[src/rtl/pg_chunk_accumulator_if.sv]
// Handshake bundle for pg_chunk_accumulator: an operand stream in, a result out.
interface pg_chunk_accumulator_if #(
  parameter int WIDTH = 16,
  parameter int ACC_W = 20
);
  logic             in_valid;
  logic             in_ready;
  logic [WIDTH-1:0] in_data;
  logic             in_first;
  logic             in_last;
  logic             out_valid;
  logic             out_ready;
  logic [ACC_W-1:0] out_data;
  logic             out_ovf;

  // Producer/consumer side (drives operands, accepts results)
  modport master (
    output in_valid, in_data, in_first, in_last, out_ready,
    input  in_ready, out_valid, out_data, out_ovf
  );

  // Accumulator side
  modport slave (
    input  in_valid, in_data, in_first, in_last, out_ready,
    output in_ready, out_valid, out_data, out_ovf
  );
endinterface

[src/rtl/pg_chunk_accumulator.sv]
// Multi-cycle unsigned accumulator. Each accepted operand is added into the
// ACC_W-bit accumulator CHUNK bits per clock using full adders built from two
// Peres gates each; the carry between chunks is held in a register so the
// combinational path is only CHUNK cells deep.
module pg_chunk_accumulator #(
  parameter int WIDTH = 16,
  parameter int ACC_W = 20,
  parameter int CHUNK = 4
) (
  input logic                  clk,
  input logic                  rst,
  pg_chunk_accumulator_if.slave bus
);

  localparam int NCH = ACC_W / CHUNK;
  localparam int KW  = (NCH > 1) ? $clog2(NCH) : 1;

  localparam logic [1:0] ST_IDLE = 2'd0;
  localparam logic [1:0] ST_ADD  = 2'd1;
  localparam logic [1:0] ST_HOLD = 2'd2;

  logic [1:0]       state_q, state_d;
  logic [KW-1:0]    k_q, k_d;
  logic             carry_q, carry_d;
  logic [ACC_W-1:0] acc_q, acc_d;
  logic             ovf_q, ovf_d;
  logic [ACC_W-1:0] op_q, op_d;
  logic             last_q, last_d;

  // Peres gate P(a,b,c) = (a, a^b, a&b ^ c). The P output is a copy of a and
  // is never needed here, so only {Q, R} are returned.
  function automatic logic [1:0] peres_qr(input logic a, input logic b, input logic c);
    return {a ^ b, (a & b) ^ c};
  endfunction

  logic [CHUNK-1:0] acc_sl;
  logic [CHUNK-1:0] op_sl;
  logic [CHUNK-1:0] sum_sl;
  logic [CHUNK:0]   cc;

  assign acc_sl = acc_q[k_q * CHUNK +: CHUNK];
  assign op_sl  = op_q[k_q * CHUNK +: CHUNK];
  assign cc[0]  = carry_q;

  // One full adder per bit: gate 1 gives a^b and a&b, gate 2 folds in the
  // carry to give sum = a^b^cin and cout = (a^b)&cin ^ a&b.
  for (genvar gi = 0; gi < CHUNK; gi++) begin : g_cell
    logic [1:0] g1_qr;
    logic [1:0] g2_qr;
    assign g1_qr      = peres_qr(acc_sl[gi], op_sl[gi], 1'b0);
    assign g2_qr      = peres_qr(g1_qr[1], cc[gi], g1_qr[0]);
    assign sum_sl[gi] = g2_qr[1];
    assign cc[gi+1]   = g2_qr[0];
  end

  // Async reset forces IDLE, but nothing may be accepted while it is held.
  assign bus.in_ready  = (state_q == ST_IDLE) && !rst;
  assign bus.out_valid = (state_q == ST_HOLD);
  assign bus.out_data  = acc_q;
  assign bus.out_ovf   = ovf_q;

  // Next-state logic: accept in IDLE, one chunk per cycle in ADD, wait in HOLD.
  always_comb begin
    state_d = state_q;
    k_d     = k_q;
    carry_d = carry_q;
    acc_d   = acc_q;
    ovf_d   = ovf_q;
    op_d    = op_q;
    last_d  = last_q;
    case (state_q)
      ST_IDLE: begin
        if (bus.in_valid) begin
          op_d    = ACC_W'(bus.in_data[WIDTH-1:0]);
          last_d  = bus.in_last;
          k_d     = '0;
          carry_d = 1'b0;
          state_d = ST_ADD;
          if (bus.in_first) begin
            acc_d = '0;
            ovf_d = 1'b0;
          end
        end
      end
      ST_ADD: begin
        acc_d[k_q * CHUNK +: CHUNK] = sum_sl;
        carry_d = cc[CHUNK];
        k_d     = k_q + KW'(1);
        if (k_q == KW'(NCH - 1)) begin
          // Carry out of the top chunk is the wrap of the whole accumulator.
          ovf_d   = ovf_q | cc[CHUNK];
          k_d     = '0;
          state_d = last_q ? ST_HOLD : ST_IDLE;
        end
      end
      ST_HOLD: begin
        if (bus.out_ready) begin
          state_d = ST_IDLE;
        end
      end
      default: state_d = ST_IDLE;
    endcase
  end

  // State registers; reset aborts any add in progress and clears the sum.
  always_ff @(posedge clk or posedge rst) begin
    if (rst) begin
      state_q <= ST_IDLE;
      k_q     <= '0;
      carry_q <= 1'b0;
      acc_q   <= '0;
      ovf_q   <= 1'b0;
      op_q    <= '0;
      last_q  <= 1'b0;
    end else begin
      state_q <= state_d;
      k_q     <= k_d;
      carry_q <= carry_d;
      acc_q   <= acc_d;
      ovf_q   <= ovf_d;
      op_q    <= op_d;
      last_q  <= last_d;
    end
  end

endmodule

[src/flat_wrapper.sv]
// flat-port wrapper written by rule: the top's interface ports become plain ports
module pg_chunk_accumulator_flat 
#(
  parameter int WIDTH = 16,
  parameter int ACC_W = 20,
  parameter int CHUNK = 4
)
  (clk, rst, bus_in_valid, bus_in_data, bus_in_first, bus_in_last, bus_out_ready, bus_in_ready, bus_out_valid, bus_out_data, bus_out_ovf);
  pg_chunk_accumulator_if #(.WIDTH(WIDTH), .ACC_W(ACC_W)) bus_i ();
  input logic clk;
  input logic rst;
  input wire logic [$bits(bus_i.in_valid)-1:0] bus_in_valid;
  input wire logic [$bits(bus_i.in_data)-1:0] bus_in_data;
  input wire logic [$bits(bus_i.in_first)-1:0] bus_in_first;
  input wire logic [$bits(bus_i.in_last)-1:0] bus_in_last;
  input wire logic [$bits(bus_i.out_ready)-1:0] bus_out_ready;
  output wire logic [$bits(bus_i.in_ready)-1:0] bus_in_ready;
  output wire logic [$bits(bus_i.out_valid)-1:0] bus_out_valid;
  output wire logic [$bits(bus_i.out_data)-1:0] bus_out_data;
  output wire logic [$bits(bus_i.out_ovf)-1:0] bus_out_ovf;
  assign bus_i.in_valid = bus_in_valid;
  assign bus_i.in_data = bus_in_data;
  assign bus_i.in_first = bus_in_first;
  assign bus_i.in_last = bus_in_last;
  assign bus_i.out_ready = bus_out_ready;
  assign bus_in_ready = bus_i.in_ready;
  assign bus_out_valid = bus_i.out_valid;
  assign bus_out_data = bus_i.out_data;
  assign bus_out_ovf = bus_i.out_ovf;
  pg_chunk_accumulator #(.WIDTH(WIDTH), .ACC_W(ACC_W), .CHUNK(CHUNK)) u_core (.clk(clk), .rst(rst), .bus(bus_i));
endmodule
[config.mk]
export PLATFORM = sky130hd
export DESIGN_NAME = pg_chunk_accumulator_flat
export DESIGN_NICKNAME = d
export VERILOG_FILES = /design/src/rtl/pg_chunk_accumulator_if.sv /design/src/rtl/pg_chunk_accumulator.sv /design/src/flat_wrapper.sv
export SDC_FILE = /design/constraint.sdc
export NUM_CORES = 1
export LEC_CHECK = 0
export BUFFER_PORTS_ARGS = -buffer_cell sky130_fd_sc_hd__buf_4
export CORE_AREA = 4 4 69 77
export DETAILED_ROUTE_END_ITERATION = 7
export DIE_AREA = 0 0 73 81
export GPL_TIMING_DRIVEN = 0
export PLACE_DENSITY = 0.8
export SYNTH_ARGS = -nofsm -noshare
export SYNTH_HDL_FRONTEND = slang
export SYNTH_SLANG_ARGS = --single-unit
[constraint.sdc]
create_clock -name clk -period 3.9 [get_ports clk]
set_input_delay 0.39 -clock clk [delete_from_list [all_inputs] [get_ports clk]]
set_output_delay 0.39 -clock clk [all_outputs]
set_load 0.01 [all_outputs]
==> run summary, run 1 <==
Setup path
- reg -> reg — Worst Setup Path Type
- buf_2 > clkbuf_1 > mux4_1 > nand2_1 > fa_1 > inv_1 > fa_1 > fa_1 > inv_1 > fa_1 > nand2b_1 > mux2i_1 — Cell Chain, Critical Path
- 12 — Register-to-Register Path Depth
- 0.51 ns — delay of the slowest cell on the worst path
- 0.52 ns — setup slack of the most critical reg-to-reg path
- fa_1 — most common cell type on the critical path
- 10 — maximum fanout count along the critical path
- 4.13 ns — Crit path required time
- flop — Worst Setup Start Kind
- 3.61 ns — data arrival time of the critical path
- 4 — critical path buffer and inverter count
- adder cells — kind of cell with the highest combined delay on the critical path
- flop — CP Capture Type
- 12 — critical path depth in cells
- fa_1 — Critical Path Slowest Stage Cell

Floorplanning
- 5910 sq um — area of the die
- 4590 sq um — Core ar.
- 73 um — horizontal extent of the die
- 45 — IO Count
- 53.4% — starting utilization of the core area
- 26 — Std-Cell Rows
- 81 um — height of the die

Cells and area
- 0 — number of diodes
- 25.9% — fraction of final layout cells with drive strength greater than 1
- 64.8% — post-route core utilization
- 319 — number of nets at the end of the flow
- 21.5% — area added between synthesis and finish

Logic synthesis
- 44 — number of synthesized register bits
- 233 — Post-Synthesis Cells
- 2450 sq um — area of the mapped netlist
- 6.85% — post-synthesis share of cell area spent on full adders, half adders and majority gates
- dfrtp_1 (45%), nand2_1 (10%), mux4_1 (4.3%) — largest cells by area after synthesis
- 9.41% — multiplexer area fraction after synthesis
- 0.358% — xor/xnor cell area share of the yosys netlist
- dfrtp_1 — leading register cell type out of synthesis
- 46 — library cells used by synthesis
- simple AND/OR/NAND/NOR gates — main combinational cell family by area after synthesis
- 45.0% — proportion of synthesized chip area in sequential cells
- 0 — count of warnings emitted by yosys
- 0 — number of synthesized flops with an enable pin
- 10.5 sq um — Avg Inst Size Synth
- 20.4% — simple-gate area share of the yosys netlist
- 266 — Mapped Nets
- nand2_1 — leading cell type by number of instances after synthesis
- dfrtp_1 — Yosys top cell by area
- 100% — proportion of register bits with asynchronous set or reset after synthesis
- 13.5% — compound-gate portion of the synthesized area
- nand2_1 (65), dfrtp_1 (44), inv_1 (11) — Post-synth top cells
- 45.0% — share of the synthesized area in the top cell type

Pwr
- 2.51 mW — final total power
- 843 nW/um^2 — power density normalized to cell area
- 0.353 mV — worst-case vdd ir drop
- 56.4% — combinational group share of total power
- 43.0% — switching share of power
- 12.3% — part of the power in the clock network
- 31.3% — sequential power share
- 1.49 nW — leakage power figure
- 1.08 mW — switching power summed over all nets
- 1.43 mW — Power Internal

Detailed routing
- 0 — antenna-violating nets left
- 5.76 — via density per instance
- 92 — Initial DRC Count
- met4 — DR top layer
- 16.8 um — routed length per placed instance
- 1969 — total number of vias
- 4 — DR pass1 iterations
- 0 — DRC violations left
- 2.37 mm — Post-Route M1 WL
- 312 um — met3 layer wire length in the routed design
- 5.74 mm — routed wire length
- 2.89 mm — routed length on met2

GRT
- 0 — aggregate global routing overflow
- 44 — maximum number of pins on one net before global-route repair
- 0 — antenna violations before repair
- 2016 — via count of the first global-routing pass
- 9.63 mm — wire length of the first global-routing pass
- 21.4% — GRT Total Usage

Clock network
- 5 — Num CTS Buffers
- 0 — buffer count from post-CTS setup fixing
- 2 — CTS HTree Levels
- 2 — Bufs on Longest Clock Path
- 1 — hold-fix buffers at CTS
- 0.08 ns — clock-pin slew reported for the worst setup and hold paths after clock tree synthesis
- 0.30 ns — clock insertion delay at the later pin of the skew report
- 0 — PostCTS Resize Cnt
- clkbuf_8 — clock root cell
- 44 — clock tree sinks
- done — TritonCTS clock tree

Timing
- 0 — Hold Violations, Final
- 0.296 GHz — upper clock frequency limit
- 0 — final slew viol count
- 0 — final setup violating endpoints
- 63.6% — slew margin rel.
- 0.274 ns — worst slack on hold paths
- 0 ns — Final TNS setup
- no — setup repair after global routing missed its margin
- 86.8% — final period utilization
- 3.38 ns — shortest clock period the worst path allows after layout
- 0.545 ns — transition at the pin with the smallest max-transition slack
- 0.00411 ns — worst clock skew

Job
- 0 — max-cap violations

Worst hold path
- 3 — WHS Path Cells
- in -> reg — Worst Hold Class

Status
- completed — status

Placement
- 44 — IO Port Bufs
- 4.33 mm — final HPWL from detailed placement
- 0.873 — final weighted congestion of routability-driven global placement

[metal layers]
| layer | vias to the layer above | track usage, % |
|---|---|---|
| met4 | 0 | 9.78 |
| met3 | 16 | 4.83 |
| li1 | 928 | - |
| met5 | - | 0 |
| met1 | 965 | 25.8 |
| met2 | 60 | 36.0 |
[cell type report]
class	instances	area, sq um
plain buffers	12	66.3
well taps	56	70.1
clock buffers	7	96.3
multi-input cells	166	1240
flip-flops and latches	44	1100
fillers	395	1610
inverters	11	41.3
repair buffers	46	360
[worst register-to-register path, stage by stage, from the launching register on]
cell and delay, ns:
dfrtp_1 0.40, buf_2 0.22, clkbuf_1 0.37, mux4_1 0.37, nand2_1 0.10, fa_1 0.16, inv_1 0.05, fa_1 0.37
fa_1 0.37, inv_1 0.07, fa_1 0.51, nand2b_1 0.19, mux2i_1 0.13
[state kept, by name, indices dropped and copies added, names as in the netlist]
register,count
u_core.bus.out_data,20
u_core.bus.out_ovf,1
u_core.carry_q,1
u_core.k_q,3
u_core.last_q,1
u_core.op_q,16
u_core.state_q,2
[layout by cell type (no fill, tap or decap), types with 3 or more instances in the layout]
cell type,netlist,final
nor3_1,3,3
mux2i_1,8,8
mux4_1,4,4
buf_2,8,8
nand2_1,65,65
ha_1,7,7
nor2b_1,6,6
and4_1,3,3
fa_1,4,4
nand4_1,3,3
o21ai_0,6,6
a32o_1,3,3
inv_1,11,10
nand2b_1,3,3
buf_4,1,45
nand3_1,4,4
a22o_1,4,4
dfrtp_1,44,44
o22ai_1,4,4
clkbuf_8,0,7
o2bb2ai_1,8,8
a31oi_4,3,3
[per-stage QoR]
stage          setup slack, ns  instances  area (sq um)
2_1_floorplan            0.902        233          2450
3_3_place_gp             0.574        333          2850
3_5_place_dp             0.523        334          2870
4_1_cts                  0.507        342          2970
5_1_grt                  0.364        342          2970
6_report                 0.517        342          2970
[power groups by stage]
stage	Clock, mW	Combinational, mW	Sequential (mW)
2_1_floorplan	0	0.948	0.793
3_3_place_gp	0	1.38	0.780
3_5_place_dp	0	1.41	0.793
4_1_cts	0.314	1.42	0.783
5_1_grt	0.329	1.57	0.811
6_report	0.309	1.42	0.784
[cell families (layout without fill, tap and decap cells)]
| kind of cell | after synthesis | after routing |
|---|---|---|
| buffers and inverters | 23 | 76 |
| and+or+nand+nor | 101 | 101 |
| muxes | 15 | 15 |
| xor gates and xnor gates | 1 | 1 |
| DFF | 44 | 44 |
| AOI/OAI and AO/OA | 38 | 38 |
| adders and majority gates | 11 | 11 |
[final timing paths]
| path | from | endpoint |
|---|---|---|
| max | u_core.k_q[1] | u_core.bus.out_data[3] |
| min | bus_in_data[13] | u_core.op_q[13] |
| max reg2reg | u_core.k_q[1] | u_core.bus.out_data[3] |
| min reg2reg | u_core.op_q[7] | u_core.op_q[7] |
| max in group asynchronous | rst | u_core.bus.out_data[1] |
| min in group asynchronous | rst | u_core.op_q[1] |
Note: power is estimated with default switching activity, not from simulation.
==> run 2, diff against run 1 <==
--- a/config.mk
+++ b/config.mk
@@ -6,11 +6,11 @@
 export NUM_CORES = 1
 export LEC_CHECK = 0
 export BUFFER_PORTS_ARGS = -buffer_cell sky130_fd_sc_hd__buf_4
-export CORE_AREA = 4 4 69 77
+export CORE_AREA = 3 3 68 76
 export DETAILED_ROUTE_END_ITERATION = 7
-export DIE_AREA = 0 0 73 81
+export DIE_AREA = 0 0 71 79
 export GPL_TIMING_DRIVEN = 0
-export PLACE_DENSITY = 0.8
+export PLACE_DENSITY = 0.75
 export SYNTH_ARGS = -nofsm -noshare
 export SYNTH_HDL_FRONTEND = slang
 export SYNTH_SLANG_ARGS = --single-unit
==> run 2 against run 1 <==
- worst hold slack lost 0.19 ns
- maximum frequency down 2.1%
- combinational power about the same
- critical endpoint unchanged
- clock power is 19% higher
- critical path type unchanged
- flip-flop and latch count is the same
- first-iteration DRC count up 42%
- worst setup slack worse by 0.073 ns
- register-to-register slack lost 0.07 ns
- non-clock buffer count decreased by 1
==> run summary, run 2 (same netlist as run 1, synthesis figures left out) <==
Status
- completed — status, unchanged

Setup path
- 3.67 ns — data arrival time of the critical path, was 3.61 ns
- 12 — Register-to-Register Path Depth, unchanged
- reg -> reg — Worst Setup Path Type, unchanged
- 10 — maximum fanout count along the critical path, unchanged
- 0.44 ns — setup slack of the most critical reg-to-reg path, was 0.52 ns
- 0.50 ns — delay of the slowest cell on the worst path, was 0.51 ns
- u_core.bus.out_data[3] — endpoint of the lowest-slack register-to-register path, unchanged
- u_core.k_q[1] — reg-to-reg startpoint, unchanged
- flop — CP Capture Type, unchanged
- buf_2 > clkbuf_1 > mux4_1 > nand2_1 > fa_1 > inv_1 > fa_1 > fa_1 > inv_1 > fa_1 > nand2b_1 > mux2i_1 — Cell Chain, Critical Path, unchanged
- fa_1 — most common cell type on the critical path, unchanged
- flop — Worst Setup Start Kind, unchanged
- 4.12 ns — Crit path required time, was 4.13 ns
- fa_1 — Critical Path Slowest Stage Cell, unchanged

Timing
- 59.4% — slew margin rel., was 63.6%
- 0 — final setup violating endpoints, unchanged
- 3.46 ns — shortest clock period the worst path allows after layout, was 3.38 ns
- 0.444 ns — fin worst setup slack, was 0.517 ns
- 0 ns — Final TNS setup, unchanged
- no — setup repair after global routing missed its margin, unchanged
- 0.289 GHz — upper clock frequency limit, was 0.296 GHz
- 0 — Hold Violations, Final, unchanged
- 0.608 ns — transition at the pin with the smallest max-transition slack, was 0.545 ns
- 0 — final slew viol count, unchanged
- 0.00571 ns — worst clock skew, was 0.00411 ns
- 88.6% — final period utilization, was 86.8%

Pwr
- 0.414 mV — worst-case vdd ir drop, was 0.353 mV
- 42.5% — switching share of power, was 43.0%
- 1.50 nW — leakage power figure, was 1.49 nW
- 55.2% — combinational group share of total power, was 56.4%
- 30.5% — sequential power share, was 31.3%
- 863 nW/um^2 — power density normalized to cell area, was 843 nW/um^2
- 1.48 mW — Power Internal, was 1.43 mW
- 14.3% — part of the power in the clock network, was 12.3%
- 1.10 mW — switching power summed over all nets, was 1.08 mW

Placement
- 0.894 — final weighted congestion of routability-driven global placement, was 0.873
- 0.487 ns — pre-CTS setup slack, was 0.523 ns
- 332 — post-placement cell count, was 334
- 44 — IO Port Bufs, unchanged
- 4.41 mm — final HPWL from detailed placement, was 4.33 mm

Clock network
- 5 — Num CTS Buffers, unchanged
- 0.08 ns — clock-pin slew reported for the worst setup and hold paths after clock tree synthesis, about the same
- 44 — clock tree sinks, unchanged
- clkbuf_8 — clock root cell, unchanged
- 0 — PostCTS Resize Cnt, unchanged
- 0.30 ns — clock insertion delay at the later pin of the skew report, about the same
- 0 — hold-fix buffers at CTS, was 1
- 0 — buffer count from post-CTS setup fixing, unchanged
- done — TritonCTS clock tree, unchanged
- 2 — CTS HTree Levels, unchanged
- 2 — Bufs on Longest Clock Path, unchanged

Cells and area
- nand2_1 — most common library cell in the layout ignoring fill and taps, unchanged
- 22.0% — area added between synthesis and finish, was 21.5%
- 352 — fill cell count, was 395
- 0 — number of diodes, unchanged
- 318 — number of nets at the end of the flow, was 319
- 68.2% — post-route core utilization, was 64.8%
- 340 — final standard cell count with taps included and fillers excluded, was 342
- nand2_1 (65), buf_4 (45), dfrtp_1 (44) — commonest cells after routing, fill and taps aside, unchanged
- 26.2% — fraction of final layout cells with drive strength greater than 1, was 25.9%
- 20 — Largest register FFs, unchanged

GRT
- 22.8% — GRT Total Usage, was 21.4%
- 10.0 mm — wire length of the first global-routing pass, was 9.63 mm
- 2057 — via count of the first global-routing pass, was 2016
- 28 — maximum number of pins on one net before global-route repair, was 44
- 0 — antenna violations before repair, unchanged
- 0 — aggregate global routing overflow, unchanged

Floorplanning
- 25 — Std-Cell Rows, was 26
- 55.9% — starting utilization of the core area, was 53.4%
- 71 um — horizontal extent of the die, was 73 um
- 5610 sq um — area of the die, was 5910 sq um
- 45 — IO Count, unchanged
- 79 um — height of the die, was 81 um
- 4380 sq um — Core ar., was 4590 sq um

Detailed routing
- 131 — Initial DRC Count, was 92
- 17.2 um — routed length per placed instance, was 16.8 um
- 4 — DR pass1 iterations, unchanged
- 5.71 — via density per instance, was 5.76
- 1943 — total number of vias, was 1969
- 0 — DRC violations left, unchanged
- 0 — antenna-violating nets left, unchanged
- 5.84 mm — routed wire length, was 5.74 mm

Worst hold path
- in -> async — Worst Hold Class, was in -> reg

Job
- 0 — max-cap violations, unchanged

==> run 2: cell types whose count changed in the layout (fill, tap and decap cells not counted) <==
cell	change
clkbuf_8	-1
bufinv_16	+1
dlygate4sd3_1	-1
clkinv_4	+1
==> run 2: final cells by class <==
type / instances / area [sq um] / share of cell area, %
clock buffer: 6 / 82.6 / 2.76
clock inverter: 2 / 38.8 / 1.30
sequential: 44 / 1100 / 36.9
inverter: 11 / 41.3 / 1.38
buffer: 12 / 66.3 / 2.22
tap: 54 / 67.6 / 2.26
timing repair buffer: 45 / 350 / 11.7
multi-input combinational: 166 / 1240 / 41.5
==> run 2: worst max path at each step <==
stage,startpoint,end,slack [ns],depth (start not counted)
2_1_floorplan,u_core.k_q[0],u_core.bus.out_data[3],0.90,13
3_3_place_gp,u_core.k_q[1],u_core.bus.out_data[3],0.55,12
3_5_place_dp,u_core.k_q[1],u_core.bus.out_data[3],0.49,12
4_1_cts,u_core.k_q[1],u_core.bus.out_data[3],0.47,12
5_1_grt,u_core.k_q[1],u_core.bus.out_data[3],0.29,12
6_report,u_core.k_q[1],u_core.bus.out_data[3],0.44,12
==> run 2: stage by stage <==
step	power [mW]	hold slack [ns]	cell area, sq um
6_report	2.58	0.0823	2990
5_1_grt	2.78	0.105	2990
4_1_cts	2.59	0.0927	2990
3_5_place_dp	2.21	0.419	2870
3_3_place_gp	2.17	0.450	2850
2_1_floorplan	1.74	0.437	2450
==> run 2: power by group through the flow <==
| stage | registers [mW] | clock network, mW | logic (mW) |
|---|---|---|---|
| after global placement | 0.785 | 0 | 1.39 |
| final | 0.786 | 0.369 | 1.42 |
| after CTS | 0.786 | 0.376 | 1.43 |
| after global routing | 0.812 | 0.399 | 1.57 |
| after floorplan | 0.793 | 0 | 0.948 |
| after detailed placement | 0.793 | 0 | 1.42 |
==> run 2: per-layer routing <==
layer,GRT usage (%),part of all wire [%],vias up
met5,0,0,-
met4,5.64,1.5,0
met3,4.30,3.5,11
met2,39.4,50,45
met1,29.6,45,963
li1,-,-,924
==> run 2: worst max-delay path: cells and delay by family, from the launching register on <==
kind / cells / cell delay, ns
fa+ha+maj: 4 / 1.41
buf+inv: 4 / 0.74
flops: 1 / 0.40
mux: 2 / 0.53
simple gates: 2 / 0.30
==> run 3, diff against run 2 <==
--- a/config.mk
+++ b/config.mk
@@ -6,11 +6,10 @@
 export NUM_CORES = 1
 export LEC_CHECK = 0
 export BUFFER_PORTS_ARGS = -buffer_cell sky130_fd_sc_hd__buf_4
-export CORE_AREA = 3 3 68 76
+export CORE_AREA = 3 3 88 90
 export DETAILED_ROUTE_END_ITERATION = 7
-export DIE_AREA = 0 0 71 79
+export DIE_AREA = 0 0 91 93
 export GPL_TIMING_DRIVEN = 0
-export PLACE_DENSITY = 0.75
 export SYNTH_ARGS = -nofsm -noshare
 export SYNTH_HDL_FRONTEND = slang
 export SYNTH_SLANG_ARGS = --single-unit
==> run 3 against run 2 <==
- largest power group unchanged
- maximum frequency up 0.25%
- utilization is 26 points lower
- clock skew fell by 0.00089 ns
- wire length down 1.7%
- sequential share of layout area down 0.25 points
- critical path type unchanged
- global-route usage shrank 8.7 points
- count of clock-buffer cells in the layout unchanged
- non-clock buffer count unchanged
==> run summary, run 3 (same netlist as run 1, synthesis figures left out) <==
Pwr
- 1.06 mW — switching power summed over all nets, was 1.10 mW
- 2.46 mW — final total power, was 2.58 mW
- 1.48 nW — leakage power figure, was 1.50 nW
- 43.2% — switching share of power, was 42.5%
- 0.311 mV — worst-case vdd ir drop, was 0.414 mV
- 31.7% — sequential power share, was 30.5%
- 10.7% — part of the power in the clock network, was 14.3%
- 818 nW/um^2 — power density normalized to cell area, was 863 nW/um^2
- 57.6% — combinational group share of total power, was 55.2%
- 1.40 mW — Power Internal, was 1.48 mW

Clock network
- 0 — PostCTS Resize Cnt, unchanged
- 0.08 ns — clock-pin slew reported for the worst setup and hold paths after clock tree synthesis, about the same
- 2 — CTS HTree Levels, unchanged
- 0 — hold-fix buffers at CTS, unchanged
- 5 — Num CTS Buffers, unchanged
- clkbuf_8 — clock root cell, unchanged
- 2 — Bufs on Longest Clock Path, unchanged
- 44 — clock tree sinks, unchanged
- 0 — buffer count from post-CTS setup fixing, unchanged
- done — TritonCTS clock tree, unchanged
- 0.29 ns — clock insertion delay at the later pin of the skew report, was 0.30 ns

Detailed routing
- 15.0 um — routed length per placed instance, was 17.2 um
- 4.88 — via density per instance, was 5.71
- 88 — Initial DRC Count, was 131
- 5.74 mm — routed wire length, was 5.84 mm
- 4 — DR pass1 iterations, unchanged
- 0 — DRC violations left, unchanged
- 1873 — total number of vias, was 1943
- 0 — antenna-violating nets left, unchanged

Cells and area
- 22.9% — area added between synthesis and finish, was 22.0%
- nand2_1 (65), buf_4 (45), dfrtp_1 (44) — commonest cells after routing, fill and taps aside, unchanged
- nand2_1 — most common library cell in the layout ignoring fill and taps, unchanged
- 25.6% — fraction of final layout cells with drive strength greater than 1, was 26.2%
- 740 — fill cell count, was 352
- 318 — number of nets at the end of the flow, unchanged
- 42.1% — post-route core utilization, was 68.2%
- 20 — Largest register FFs, unchanged
- 0 — number of diodes, unchanged

Setup path
- reg -> reg — Worst Setup Path Type, unchanged
- flop — CP Capture Type, unchanged
- 3.66 ns — data arrival time of the critical path, was 3.67 ns
- u_core.k_q[1] — critical path startpoint, unchanged
- u_core.bus.out_data[3] — capturing instance or port of the critical path, unchanged
- flop — Worst Setup Start Kind, unchanged
- u_core.bus.out_data[3] — endpoint of the lowest-slack register-to-register path, unchanged
- 0.45 ns — setup slack of the most critical reg-to-reg path, was 0.44 ns
- u_core.k_q[1] — reg-to-reg startpoint, unchanged
- 4.11 ns — Crit path required time, was 4.12 ns
- 10 — maximum fanout count along the critical path, unchanged
- 12 — Register-to-Register Path Depth, unchanged

Floorplanning
- 7140 sq um — Core ar., was 4380 sq um
- 34.3% — starting utilization of the core area, was 55.9%
- 91 um — horizontal extent of the die, was 71 um
- 45 — IO Count, unchanged
- 31 — Std-Cell Rows, was 25
- 93 um — height of the die, was 79 um
- 8460 sq um — area of the die, was 5610 sq um

Timing
- no — setup repair after global routing missed its margin, unchanged
- 0 — final slew viol count, unchanged
- 66.6% — slew margin rel., was 59.4%
- 0.135 ns — worst slack on hold paths, was 0.0823 ns
- 0 ns — Final TNS setup, unchanged
- 0 — final setup violating endpoints, unchanged
- 0.290 GHz — upper clock frequency limit, was 0.289 GHz
- 0 — Hold Violations, Final, unchanged
- 0.500 ns — transition at the pin with the smallest max-transition slack, was 0.608 ns
- 88.4% — final period utilization, was 88.6%
- 3.45 ns — shortest clock period the worst path allows after layout, was 3.46 ns
- 0.00481 ns — worst clock skew, was 0.00571 ns

Job
- 0 — max-cap violations, unchanged

GRT
- 0 — aggregate global routing overflow, unchanged
- 14.1% — GRT Total Usage, was 22.8%
- 0 — antenna violations before repair, unchanged
- 1918 — via count of the first global-routing pass, was 2057
- 24 — maximum number of pins on one net before global-route repair, was 28
- 9.51 mm — wire length of the first global-routing pass, was 10.0 mm

Worst hold path
- in -> async — Worst Hold Class, unchanged

Placement
- 44 — IO Port Bufs, unchanged
- 4.48 mm — final HPWL from detailed placement, was 4.41 mm
- 0.797 — final weighted congestion of routability-driven global placement, was 0.894

Status
- completed — status, unchanged

==> run 3: cell types whose count changed in the layout (fill, tap and decap cells not counted) <==
cell	delta
buf_12	-1
buf_16	+1
bufinv_16	-1
clkbuf_1	+1
clkbuf_8	-1
clkinv_2	+1
clkinv_4	-1
==> run 3: per-stage QoR <==
step	area (sq um)	cells	worst slack (ns)
floorplan	2450	233	0.902
global placement	2900	376	0.480
detailed placement	2930	377	0.452
CTS	3010	384	0.424
global route	3010	384	0.223
finish	3010	384	0.453
==> run 3: per-layer routing <==
layer	vias to the layer above	track usage, %	share of wire [%]
met2	48	23.1	47
li1	924	-	-
met4	0	3.39	1.1
met1	896	19.4	47
met5	-	0	0
met3	5	2.90	4.8
==> run 3: worst max-delay path, stage by stage (launching register included) <==
cell,delay [ns]
dfrtp_1,0.39
buf_2,0.23
clkbuf_1,0.38
mux4_1,0.40
nand2_1,0.11
fa_1,0.16
inv_1,0.05
fa_1,0.40
fa_1,0.37
inv_1,0.07
fa_1,0.51
nand2b_1,0.19
mux2i_1,0.12
==> run 3: how the worst min path moves through the flow <==
| stage | to | slack, ns | cells after the start |
|---|---|---|---|
| 4_1_cts | u_core.bus.out_ovf | 0.14 | 2 |
| 5_1_grt | u_core.bus.out_ovf | 0.17 | 2 |
| 6_report | u_core.bus.out_ovf | 0.14 | 2 |
| 3_3_place_gp | u_core.op_q[3] | 0.45 | 2 |
| 2_1_floorplan | u_core.op_q[4] | 0.44 | 2 |
| 3_5_place_dp | u_core.bus.out_ovf | 0.46 | 2 |
==> run 3: cell type report <==
type / count / area (sq um) / share of cell area [%]
buffer: 12 / 66.3 / 2.21
clock buffer: 6 / 72.6 / 2.41
clock inverter: 1 / 5.00 / 0.166
inverter: 11 / 41.3 / 1.37
multi-input combinational: 166 / 1240 / 41.2
sequential: 44 / 1100 / 36.6
tap: 99 / 124 / 4.12
timing repair buffer: 45 / 358 / 11.9
==> run 3: power by group through the flow <==
| stage | clock, mW | sequential [mW] | combinational [mW] |
|---|---|---|---|
| final | 0.263 | 0.781 | 1.42 |
| after global routing | 0.295 | 0.805 | 1.57 |
| after CTS | 0.273 | 0.781 | 1.43 |
| after detailed placement | 0 | 0.791 | 1.43 |
| after global placement | 0 | 0.784 | 1.41 |
| after floorplan | 0 | 0.793 | 0.948 |
